File: src/rtl/riscv_pkg.sv
// Shared RV32I front-end definitions: widths, the canonical NOP and the
// fetch queue entry layout.
package riscv_pkg;

    localparam int          XLEN_DEF   = 32;
    localparam int          ILEN_BYTES = 4;
    localparam logic [31:0] NOP_INSTR  = 32'h0000_0013;

    typedef struct packed {
        logic [XLEN_DEF-1:0] pc;
        logic [31:0]         instr;
    } fetch_entry_t;

endpackage

File: src/rtl/fetch_queue_unit_fifo.sv
// Synchronous FIFO with occupancy count, flush, and a head read straight
// from the storage registers (a push is never visible in the same cycle).
module fetch_fifo #(
    parameter int DEPTH = 4,
    parameter int WIDTH = 64
) (
    input  logic                       clk,
    input  logic                       reset,
    input  logic                       flush,
    input  logic                       push,
    input  logic [WIDTH-1:0]           push_data,
    input  logic                       pop,
    output logic [WIDTH-1:0]           head_data,
    output logic [$clog2(DEPTH+1)-1:0] count
);

    localparam int AW = $clog2(DEPTH);
    localparam int CW = $clog2(DEPTH+1);

    logic [WIDTH-1:0] mem [DEPTH];
    logic [AW-1:0]    wr_ptr;
    logic [AW-1:0]    rd_ptr;
    logic             do_pop;

    // Popping an empty queue is a harmless no-op.
    assign do_pop    = pop && (count != '0);
    assign head_data = mem[rd_ptr];

    always_ff @(posedge clk) begin
        if (reset || flush) begin
            wr_ptr <= '0;
            rd_ptr <= '0;
            count  <= '0;
        end else begin
            if (push) begin
                wr_ptr <= wr_ptr + AW'(1);
            end
            if (do_pop) begin
                rd_ptr <= rd_ptr + AW'(1);
            end
            count <= count + CW'(push) - CW'(do_pop);
        end
    end

    always_ff @(posedge clk) begin
        if (push) begin
            mem[wr_ptr] <= push_data;
        end
    end

    overflow_a: assert property (@(posedge clk) disable iff (reset || flush)
        !(push && !do_pop && (count == CW'(DEPTH))));

endmodule

File: src/rtl/fetch_queue_unit.sv
// Instruction-fetch front end: owns the fetch PC, issues credit-limited
// in-order requests, queues returned words with their PC for decode.
module fetch_queue_unit
    import riscv_pkg::*;
#(
    parameter int              XLEN         = XLEN_DEF,
    parameter int              DEPTH        = 4,
    parameter logic [XLEN-1:0] RESET_VECTOR = '0
) (
    input  logic            clk,
    input  logic            reset,
    input  logic            redirect_valid,
    input  logic [XLEN-1:0] redirect_addr,
    output logic            imem_req,
    output logic [XLEN-1:0] imem_addr,
    input  logic            imem_gnt,
    input  logic            imem_rvalid,
    input  logic [31:0]     imem_rdata,
    output logic            dec_valid,
    input  logic            dec_ready,
    output logic [31:0]     dec_instr,
    output logic [XLEN-1:0] dec_pc
);

    localparam int          CW      = $clog2(DEPTH+1);
    localparam int          EW      = XLEN + 32;
    localparam logic [CW:0] DEPTH_C = (CW+1)'(DEPTH);

    logic [XLEN-1:0] fetch_pc;
    logic [XLEN-1:0] resp_pc;
    logic [XLEN-1:0] target;
    logic [CW-1:0]   inflight;
    logic [CW-1:0]   discard;
    logic [CW-1:0]   count;
    logic [CW:0]     credit_used;
    logic [EW-1:0]   head_data;
    logic            head_valid;
    logic            issue;
    logic            resp;
    logic            push;
    logic            pop;
    logic            unused_addr_bits;

    assign target           = {redirect_addr[XLEN-1:2], 2'b00};
    assign unused_addr_bits = ^redirect_addr[1:0];

    // Every queued word and every outstanding request holds one credit,
    // so the queue can always absorb whatever is still in flight.
    assign credit_used = {1'b0, count} + {1'b0, inflight};
    assign imem_req    = !reset && !redirect_valid && (credit_used < DEPTH_C);
    assign imem_addr   = fetch_pc;
    assign issue       = imem_req && imem_gnt;

    // A response with nothing outstanding belongs to a request killed by reset.
    assign resp = imem_rvalid && (inflight != '0);
    assign push = resp && (discard == '0) && !redirect_valid && !reset;

    assign head_valid = (count != '0) && !reset;
    assign pop        = head_valid && dec_ready && !redirect_valid;
    assign dec_valid  = head_valid;
    assign dec_pc     = head_valid ? head_data[EW-1:32] : RESET_VECTOR;
    assign dec_instr  = head_valid ? head_data[31:0]    : NOP_INSTR;

    always_ff @(posedge clk) begin
        if (reset) begin
            fetch_pc <= RESET_VECTOR;
            resp_pc  <= RESET_VECTOR;
            inflight <= '0;
            discard  <= '0;
        end else if (redirect_valid) begin
            // Everything still outstanding after this cycle is now stale.
            fetch_pc <= target;
            resp_pc  <= target;
            inflight <= inflight - CW'(resp);
            discard  <= inflight - CW'(resp);
        end else begin
            if (issue) begin
                fetch_pc <= fetch_pc + XLEN'(ILEN_BYTES);
            end
            inflight <= inflight + CW'(issue) - CW'(resp);
            if (resp) begin
                if (discard != '0) begin
                    discard <= discard - CW'(1);
                end else begin
                    resp_pc <= resp_pc + XLEN'(ILEN_BYTES);
                end
            end
        end
    end

    fetch_fifo #(
        .DEPTH (DEPTH),
        .WIDTH (EW)
    ) u_fifo (
        .clk       (clk),
        .reset     (reset),
        .flush     (redirect_valid),
        .push      (push),
        .push_data ({resp_pc, imem_rdata}),
        .pop       (pop),
        .head_data (head_data),
        .count     (count)
    );

    credit_a: assert property (@(posedge clk) disable iff (reset)
        (credit_used <= DEPTH_C) && (discard <= inflight));

endmodule

File: config.mk
export PLATFORM = sky130hd
export DESIGN_NAME = fetch_queue_unit
export DESIGN_NICKNAME = d
export VERILOG_FILES = /design/src/rtl/riscv_pkg.sv /design/src/rtl/fetch_queue_unit_fifo.sv /design/src/rtl/fetch_queue_unit.sv
export SDC_FILE = /design/constraint.sdc
export NUM_CORES = 1
export LEC_CHECK = 0
export ABC_AREA = 1
export CAP_MARGIN = 0
export CORE_ASPECT_RATIO = 1.25
export CORE_MARGIN = 1.5
export CORE_UTILIZATION = 45
export CTS_CLUSTER_DIAMETER = 100
export DETAILED_ROUTE_END_ITERATION = 16
export PLACE_DENSITY = 0.69
export SLEW_MARGIN = 20
export SYNTH_ARGS = -nofsm -noshare
export SYNTH_HDL_FRONTEND = slang
export SYNTH_SLANG_ARGS = --single-unit
File: constraint.sdc
create_clock -name clk -period 6.6 [get_ports clk]
set_input_delay 1.32 -clock clk [delete_from_list [all_inputs] [get_ports clk]]
set_output_delay 1.32 -clock clk [all_outputs]
set_load 0.005 [all_outputs]
== After elaboration in Yosys (flattened, before gate mapping) ==
Memories as Yosys holds them, arrays and structs flattened. A register that Yosys moved wholly into a read port is not among the register bits.
Cells that the tools add are included.

* Add/sub/neg operators: 11
* Magnitude comparators: 1
* Equal/unequal tests: 1
* Multiplexer cells: 15
* Bitwise operators: 1
* Reduce and logical (&&, ||, !) cells: 25

{| class="wikitable"
|+ Operators with widths
! cell !! number
|-
| 32-bit 2-to-1 mux || 7
|-
| 32-bit by 3-bit adder with 32-bit output (second input constant) || 2
|-
| 3-bit 2-to-1 mux || 4
|-
| 1-bit logical AND || 11
|-
| 3-bit nonzero test || 3
|-
| 3-bit by 1-bit subtractor with 3-bit output || 3
|-
| 3-bit by 1-bit adder with 3-bit output || 2
|-
| 2-bit AND reduction || 3
|-
| 2-bit nonzero test || 3
|-
| 2-bit by 1-bit adder with 2-bit output (second input constant) || 2
|-
| 3-bit by 3-bit adder with 4-bit output || 1
|-
| 4-bit by 3-bit < comparator with 1-bit output (second input constant) || 1
|-
| 2-bit 2-to-1 mux || 2
|-
| 3-bit logical NOT || 1
|-
| 3-bit by 1-bit subtractor with 3-bit output (second input constant) || 1
|-
| 1-bit logical NOT || 2
|-
| 1-bit 2-to-1 mux || 2
|-
| 2-bit != test (second input constant) || 1
|-
| 2-bit OR reduction || 1
|-
| 1-bit logical OR || 1
|-
| 1-bit inverter || 1
|}

* Register bits: 77
* Bits in writable memories: 256
* Output and inout port bits: 98
* Logic and storage cells: 64
* Memories kept: 1

{| class="wikitable"
|+ Memory list
! memory !! words !! width !! rd ports !! clocked after memory_dff !! write ports !! RTL line !! text
|-
| u_fifo.mem || 4 || 64 || 1 || 1 || 1 || fetch_queue_unit_fifo.sv:20 || <nowiki>logic [WIDTH-1:0] mem [DEPTH];</nowiki>
|}

== Logic depth before layout (Yosys ltp) ==
Gate-level depths: netlist of the first run.

* Depth after elaboration: 7
* Gate-level depth with buffers: 14
* Mapped depth without buffers: 13

== Modules after synthesis ==
From an unflattened synthesis of the first run, not the netlist that was laid out.

* Cells, all modules: 1628
* Area total of the unflattened synthesis: 15210.8 um2

{| class="wikitable"
|+ Modules (own cells, without submodules)
! module !! times used !! cells an instance !! area an instance (um2)
|-
| fetch_fifo || 1 || 681 || 9964.6
|-
| fetch_queue_unit || 1 || 947 || 5246.3
|}

== Worst setup path before layout of the first run ==
Ideal clock, no wire load.

* Path kind: input -> register
* Start point: input port redirect_valid
* End point: memory u_fifo.mem[0][0] (enable)
* Library setup time: 0.482 ns
* Arrival time: 4.630 ns
* Data required time: 6.118 ns
* Setup slack: 1.488 ns
* Stages: 6
* Buffers on the path: 1
* Cell sequence: buf_6 -> nor2_8 -> inv_1 -> nor2_4 -> inv_1 -> nor2_1

* Word-level cells in the longest chain between the ends: 5

{| class="wikitable"
|+ Ends and longest elaborated chain
! item !! RTL line !! text
|-
| start: declaration || fetch_queue_unit.sv:12 || <nowiki>input logic redirect_valid,</nowiki>
|-
| 1-bit logical NOT || fetch_queue_unit.sv:56 || <nowiki>assign push = resp && (discard == '0) && !redirect_valid && !reset;</nowiki>
|-
| 1-bit logical AND (2 in a row) || fetch_queue_unit.sv:56 ||
|-
| named net push || fetch_queue_unit.sv:40 || <nowiki>logic push;</nowiki>
|-
| 1-bit 2-to-1 mux || fetch_queue_unit_fifo.sv:46 || <nowiki>if (push) begin</nowiki>
|-
| 1-bit 2-to-1 mux (not written as such) || fetch_queue_unit_fifo.sv:47 || <nowiki>mem[wr_ptr] <= push_data;</nowiki>
|-
| end: declaration || fetch_queue_unit_fifo.sv:20 ||
|}

The timed path passes the listed nets, and every way through them passes these cells.

== Worst setup path in the final report of the first run ==
* Start point: input port reset
* End point: output port dec_pc[12]

* Word-level cells in the longest chain between the ends: 3

{| class="wikitable"
|+ Ends and longest elaborated chain
! item !! RTL line !! text
|-
| start: declaration || fetch_queue_unit.sv:11 || <nowiki>input logic reset,</nowiki>
|-
| 1-bit logical NOT || fetch_queue_unit.sv:58 || <nowiki>assign head_valid = (count != '0) && !reset;</nowiki>
|-
| 1-bit logical AND || fetch_queue_unit.sv:58 ||
|-
| 32-bit 2-to-1 mux || fetch_queue_unit.sv:61 || <nowiki>assign dec_pc = head_valid ? head_data[EW-1:32] : RESET_VECTOR;</nowiki>
|-
| end: declaration || fetch_queue_unit.sv:22 || <nowiki>output logic [XLEN-1:0] dec_pc</nowiki>
|}

Every way passes these cells.

==> results of run 1 <==
==> worst max-delay path by stage <==
stage | cells after the start | end | slack [ps]
after floorplan | 6 | u_fifo.mem[0][0] | 1490
after global placement | 6 | dec_instr[4] | 1510
after detailed placement | 6 | dec_instr[4] | 1520
after CTS | 6 | dec_instr[4] | 1510
after global routing | 6 | dec_instr[0] | 1400
final | 6 | dec_pc[12] | 1560
==> cell usage in the layout (no fill, tap or decap), drive strengths merged, types with 15 or more instances in the layout <==
cell type      synthesis  layout
nor2                 370     370
ha                    16      16
o21ai                169     169
inv                  112     115
buf                   31      15
clkbuf                40      42
dfxtp                 75      75
edfxtp               248     248
nand2                297     297
clkdlybuf4s50          0     160
a21oi                106     106
nand3                 69      69
==> worst min-delay path, stage by stage (launching register included) <==
cell,delay [ps]
dfxtp_1,300
inv_1,60
a21oi_1,70
==> per-stage QoR <==
| stage | util [%] | power (µW) | setup slack, ps | instances | area, µm² |
|---|---|---|---|---|---|
| global placement | 52.0 | 2800 | 1510 | 2112 | 16600 |
| global route | 55.2 | 4640 | 1400 | 2170 | 17600 |
| finish | 55.2 | 4470 | 1560 | 2170 | 17600 |
| detailed placement | 52.0 | 2810 | 1520 | 2112 | 16600 |
| floorplan | - | 2630 | 1490 | 1596 | 14700 |
| CTS | 55.2 | 4500 | 1510 | 2170 | 17600 |
==> cell usage after synthesis, types with 6 or more instances <==
| library cell | number | area share [%] |
|---|---|---|
| edfxtp_1 | 248 | 51 |
| ha_1 | 16 | 1.4 |
| nor2_2 | 7 | 0.30 |
| nand2_1 | 292 | 7.5 |
| clkbuf_1 | 40 | 1.0 |
| nand3b_1 | 8 | 0.41 |
| xnor2_1 | 6 | 0.36 |
| inv_1 | 110 | 2.8 |
| o21ai_0 | 165 | 5.6 |
| nand4_1 | 6 | 0.26 |
| a31oi_1 | 6 | 0.26 |
| nand3_1 | 68 | 2.3 |
| xor2_1 | 6 | 0.36 |
| dfxtp_1 | 75 | 10 |
| buf_1 | 7 | 0.18 |
| nor2_1 | 357 | 9.1 |
| a21oi_1 | 106 | 3.6 |
| buf_2 | 17 | 0.58 |
==> per-layer routing <==
layer	track usage [%]	share of wire [%]	vias to the layer above
met3	2.81	5.9	58
met4	6.40	2.4	0
met5	0	0	-
met1	26.6	42	5243
li1	-	-	5585
met2	37.4	49	371
==> sequential cells by signal, indices dropped and copies added (netlist names), named ones only <==
register / count
u_fifo.mem: 248
u_fifo.count: 3
inflight: 3
u_fifo.wr_ptr: 2
discard: 3
imem_addr: 30
u_fifo.rd_ptr: 2
resp_pc: 30
==> power breakdown <==
group	switching (µW)	internal, µW
combinational	243	166
clock	745	960
sequential	81.3	2280
total	1070	3410
==> layout make-up <==
type / instances / area share (%)
Clock buffer: 42 / 5.10
Clock inverter: 16 / 0.582
Inverter: 113 / 2.41
Multi-Input combinational cell: 1089 / 28.4
Sequential cell: 323 / 50.8
Tap cell: 412 / 2.92
Timing Repair Buffer: 175 / 9.78
==> cells by family (layout without fill, tap and decap cells) <==
group / Yosys count / after routing
simple gates: 761 / 761
flops: 323 / 323
compound gates: 294 / 294
buf+inv: 184 / 346
fa+ha+maj: 18 / 18
xor+xnor: 12 / 12
other cells: 1 / 4
==> results.md, run 1 <==
- Status: completed
- GRT Overall Usage: 21.1%
- DRC Markers: 0
- Ant diodes: 0
- Worst-path cell chain: clkdlybuf4s50_1 > inv_1 > nand2_2 > buf_4 > a21oi_1 > clkdlybuf4s50_1
- FP Rows: 73
- Clk_lat worst skew: 560 ps
- Mapped cell area: 14700 µm²
- VDD IR-drop max: 0.244 mV
- Xor and xnor fraction of the mapped netlist area: 0.717%
- Slowest cell on the critical path: nand2_2
- DR vias/cell: 5.19
- Critical Path Most Common Cell: clkdlybuf4s50_1
- Synth async-reset ratio: 0%
- First-pass GRT wire length: 55300 µm
- Fillers: 2828
- Final hold violation count: 0
- Die W: 164 µm
- Largest family of logic cells by synthesized area: simple AND/OR/NAND/NOR gates
- Worst min path class: reg2reg
- Iteration-0 DRC Markers: 798
- Synthesized flop and latch total: 323
- First-pass iteration count of the detailed router: 5
- Hold-fix buffers at CTS: 0
- Die ar.: 33700 µm²
- Worst Tran Pin Value: 941 ps
- CP max FO: 35
- Storage element area: 8960 µm²
- Clock buffer depth: 3
- DPL Wire Length: 22200 µm
- Synthesized instance count: 1593
- # Max-Cap Violations: 0
- Via count: 11.3k
- Hold Path Origin: u_fifo.rd_ptr[1]
- Clk root buf: clkbuf_16
- Worst hold margin: 453 ps
- RSZ-0062 raised after global routing: false
- Setup bufs post-CTS: 0
- Area delta synth->final: 20.3%
- Buffers on Ports: 161
- Register area share after synthesis: 61.0%
- Clk sink count: 323
- WL final: 35500 µm
- Skew final: 20.3 ps
- CP Capture Type: primary output
- GP Congestion: 0.876
- Crit path launch: reset
- Largest net degree at the start of global routing: 73
- Layout net count: 1821
- Hold Path Depth: 2
- Kind of critical path: in2out
- Leakage: 0.00630 µW
- Mux cell area share after synthesis: 0%
- Avg WL per Cell: 16.4 µm
- Synth Flop Type: edfxtp_1
- Grt total ovfl: 0
- Fmax: 0.198 GHz
- Crit path max-delay family: buffers and inverters
- TNS Setup: 0 ps
- Area share of and/or/nand/nor cells after synthesis: 21.2%
- Worst R2R End: u_fifo.mem[0][29]
- R2R Setup Slk: 3430 ps
- Core area: 32000 µm²
- Antenna violations before repair: 0
- IO Pins: 168
- Number of enable flip-flop cells after synthesis: 248
- Post-route ant nets: 0
- Post-synth cell types: 38
- Final Max Slew Viols: 0
- Post_cts resized: 0
- Startpoint types: input pin
- Fin crit share: 76.4%
- CP Data Required Time: 5280 ps
- CTS tree: built
- Layout cell share with drive strength beyond 1: 5.57%
- Effective utilization at floorplan: 45.9%
- FF-to-FF Start: discard[0]
- Die height: 205 µm
- Crit path time final: 5040 ps
- Post-Syn Area per Cell: 9.20 µm²
- Multi-input logic area: 5010 µm²
- Synth warn: 0
- Worst slew margin: 37.0%
- Pwr dens: 254 nW/µm²
- Worst EP arrival: 3720 ps
- Max H-tree Level: 1
- Slowest stage delay, CP: 690 ps
- Adder-cell share of the synthesized area: 1.64%
- Synth Area in Compound Gates: 10.3%
- WP buf/inv: 4
- CTS buffer count: 31
- Vias in the first global route: 10.7k
- Setup-failing EPs final: 0
- Worst reg-to-reg path cell count: 9
- Clk slew on worst S/H paths: 60 ps
(Power assumes the default switching activity.)
==> run 2, diff against run 1 <==
- clock period: 6.6 -> 4.9 ns (I/O delays scaled with it)
==> run 2 against run 1 <==
Worst setup slack worse by 1200 ps. Clock skew down 5.8 ps. Cell area up 0.97%. Wire length down 1.3%. Core utilization up 0.54 points. Critical path type unchanged. Critical endpoint is now dec_instr[4]. Largest power group unchanged. Highest routed layer unchanged.
==> results.md, run 2 (synthesis gave the netlist of run 1 again) <==
- CTS tree: built
- GRT Overall Usage: 21.1%
- Post_cts resized: 0
- Biggest register: u_fifo.mem
- DRC Markers: 0
- Final Max Slew Viols: 0
- Area delta synth->final: 21.4%
- Worst reg-to-reg path cell count: 13
- Status: completed
- Iteration-0 DRC Markers: 822
- Final hold violation count: 0
- R2R Setup Slk: 2110 ps
- Clk_lat worst skew: 510 ps
- Buffers on Ports: 161
- Worst Tran Pin Value: 966 ps
- Commonest non-fill, non-tap cells in the layout: nor2_1, nand2_1, edfxtp_1
- Slowest stage delay, CP: 640 ps
- Fmax: 0.222 GHz
- FF-to-FF Start: inflight[2]
- Leakage: 0.00639 µW
- Setup bufs post-CTS: 0
- Slowest cell on the critical path: buf_4
- Clk root buf: clkbuf_16
- Met2 Track Usage GR: 37.6%
- CTS buffer count: 35
- CP Data Required Time: 3920 ps
- Combinational group share of total power: 8.7%
- FP Rows: 73
- Crit path time final: 4510 ps
- GP Congestion: 0.907
- Internal power: 4880 µW
- Kind of critical path: in2out
- Fillers: 2757
- First-pass GRT wire length: 55300 µm
- Commonest non-fill, non-tap cell in the layout: nor2_1
- Worst-path cell chain: clkdlybuf4s50_1 > inv_1 > nand2_2 > buf_4 > inv_1 > o311ai_0 > clkdlybuf4s50_1
- Die ar.: 33700 µm²
- Vias in the first global route: 10.7k
- Core area: 32000 µm²
- Antenna violations before repair: 0
- Clk sink count: 323
- DR vias/cell: 5.19
- Clock power frac: 41.1%
- CP Capture Type: primary output
- Grt met3 use: 2.69%
- Hold-fix buffers at CTS: 0
- VDD IR-drop max: 0.285 mV
- Skew final: 14.5 ps
- IO Pins: 168
- RSZ-0062 raised after global routing: false
- Die W: 164 µm
- Fin util: 55.7%
- Worst EP arrival: 3530 ps
- Grt total ovfl: 0
- Ant diodes: 0
- Die height: 205 µm
- Worst setup path end: dec_instr[4]
- GR peak layer: met2
- Grt met1 use: 26.5%
- Post-route ant nets: 0
- Worst R2R End: inflight[2]
- Clock buffer depth: 3
- Pwr dens: 356 nW/µm²
- WL final: 35000 µm
- Max reg flops: 248
- Net Sw Frac: 23.0%
- Reg power frac: 50.2%
- Worst slew margin: 35.6%
- Avg WL per Cell: 16.1 µm
- # Max-Cap Violations: 0
- CP max FO: 60
- Fin crit share: 92.1%
- Crit path launch: reset
- Startpoint types: input pin
- TNS Setup: 0 ps
- Effective utilization at floorplan: 45.9%
- DPL Wire Length: 22100 µm
- Layout cell share with drive strength beyond 1: 5.68%
- Worst min path class: reg2reg
- Max H-tree Level: 2
- First-pass iteration count of the detailed router: 5
- Via count: 11.3k
- Layout net count: 1828
- Switching power: 1460 µW
- Clk slew on worst S/H paths: 60 ps
- Setup-failing EPs final: 0
- Largest net degree at the start of global routing: 89
## run 2: per-layer routing
layer  share of wire (%)  vias up
met2                  50      358
met3                 6.1       60
met1                  42     5246
met4                 2.4        0
met5                   0        -
li1                    -     5613
## run 2: worst min-delay path by stage
stage	depth (start not counted)	start	slack, ps	endpoint
after floorplan	2	u_fifo.rd_ptr[1]	440	flop
after global placement	2	u_fifo.rd_ptr[1]	440	flop
after detailed placement	2	u_fifo.rd_ptr[1]	440	flop
after CTS	2	u_fifo.rd_ptr[1]	460	flop
after global routing	2	discard[1]	510	discard[1]
final	2	u_fifo.rd_ptr[1]	460	flop
## run 2: area by class of cell
cell class / instances / area, µm² / area share (%)
Sequential cell: 323 / 8950 / 50.3
Multi-Input combinational cell: 1089 / 5010 / 28.1
Timing Repair Buffer: 178 / 1760 / 9.88
Clock buffer: 37 / 893 / 5.02
Tap cell: 412 / 515 / 2.90
Inverter: 113 / 425 / 2.39
Clock inverter: 21 / 248 / 1.39
## run 2: critical path: cells and delay by family
kind	cells	cell delay, ps
buffers and inverters	5	2230
AOI/OAI and AO/OA	1	210
and+or+nand+nor	1	90
## run 2: power groups by stage
stage / registers, µW / clock network [µW] / logic, µW
final: 3180 / 2610 / 553
after global routing: 3200 / 2740 / 629
after CTS: 3180 / 2650 / 554
after detailed placement: 3240 / 0 / 548
after global placement: 3230 / 0 / 536
after floorplan: 3200 / 0 / 338
## run 2: stage by stage
| step | power [µW] | setup WS, ps | instance area (µm²) | hold slack [ps] | cells |
|---|---|---|---|---|---|
| after floorplan | 3540 | 128 | 14700 | 437 | 1596 |
| after global placement | 3770 | 359 | 16700 | 442 | 2115 |
| after detailed placement | 3780 | 345 | 16700 | 442 | 2115 |
| after CTS | 6380 | 332 | 17800 | 461 | 2173 |
| after global routing | 6560 | 260 | 17800 | 512 | 2173 |
| final | 6340 | 387 | 17800 | 464 | 2173 |
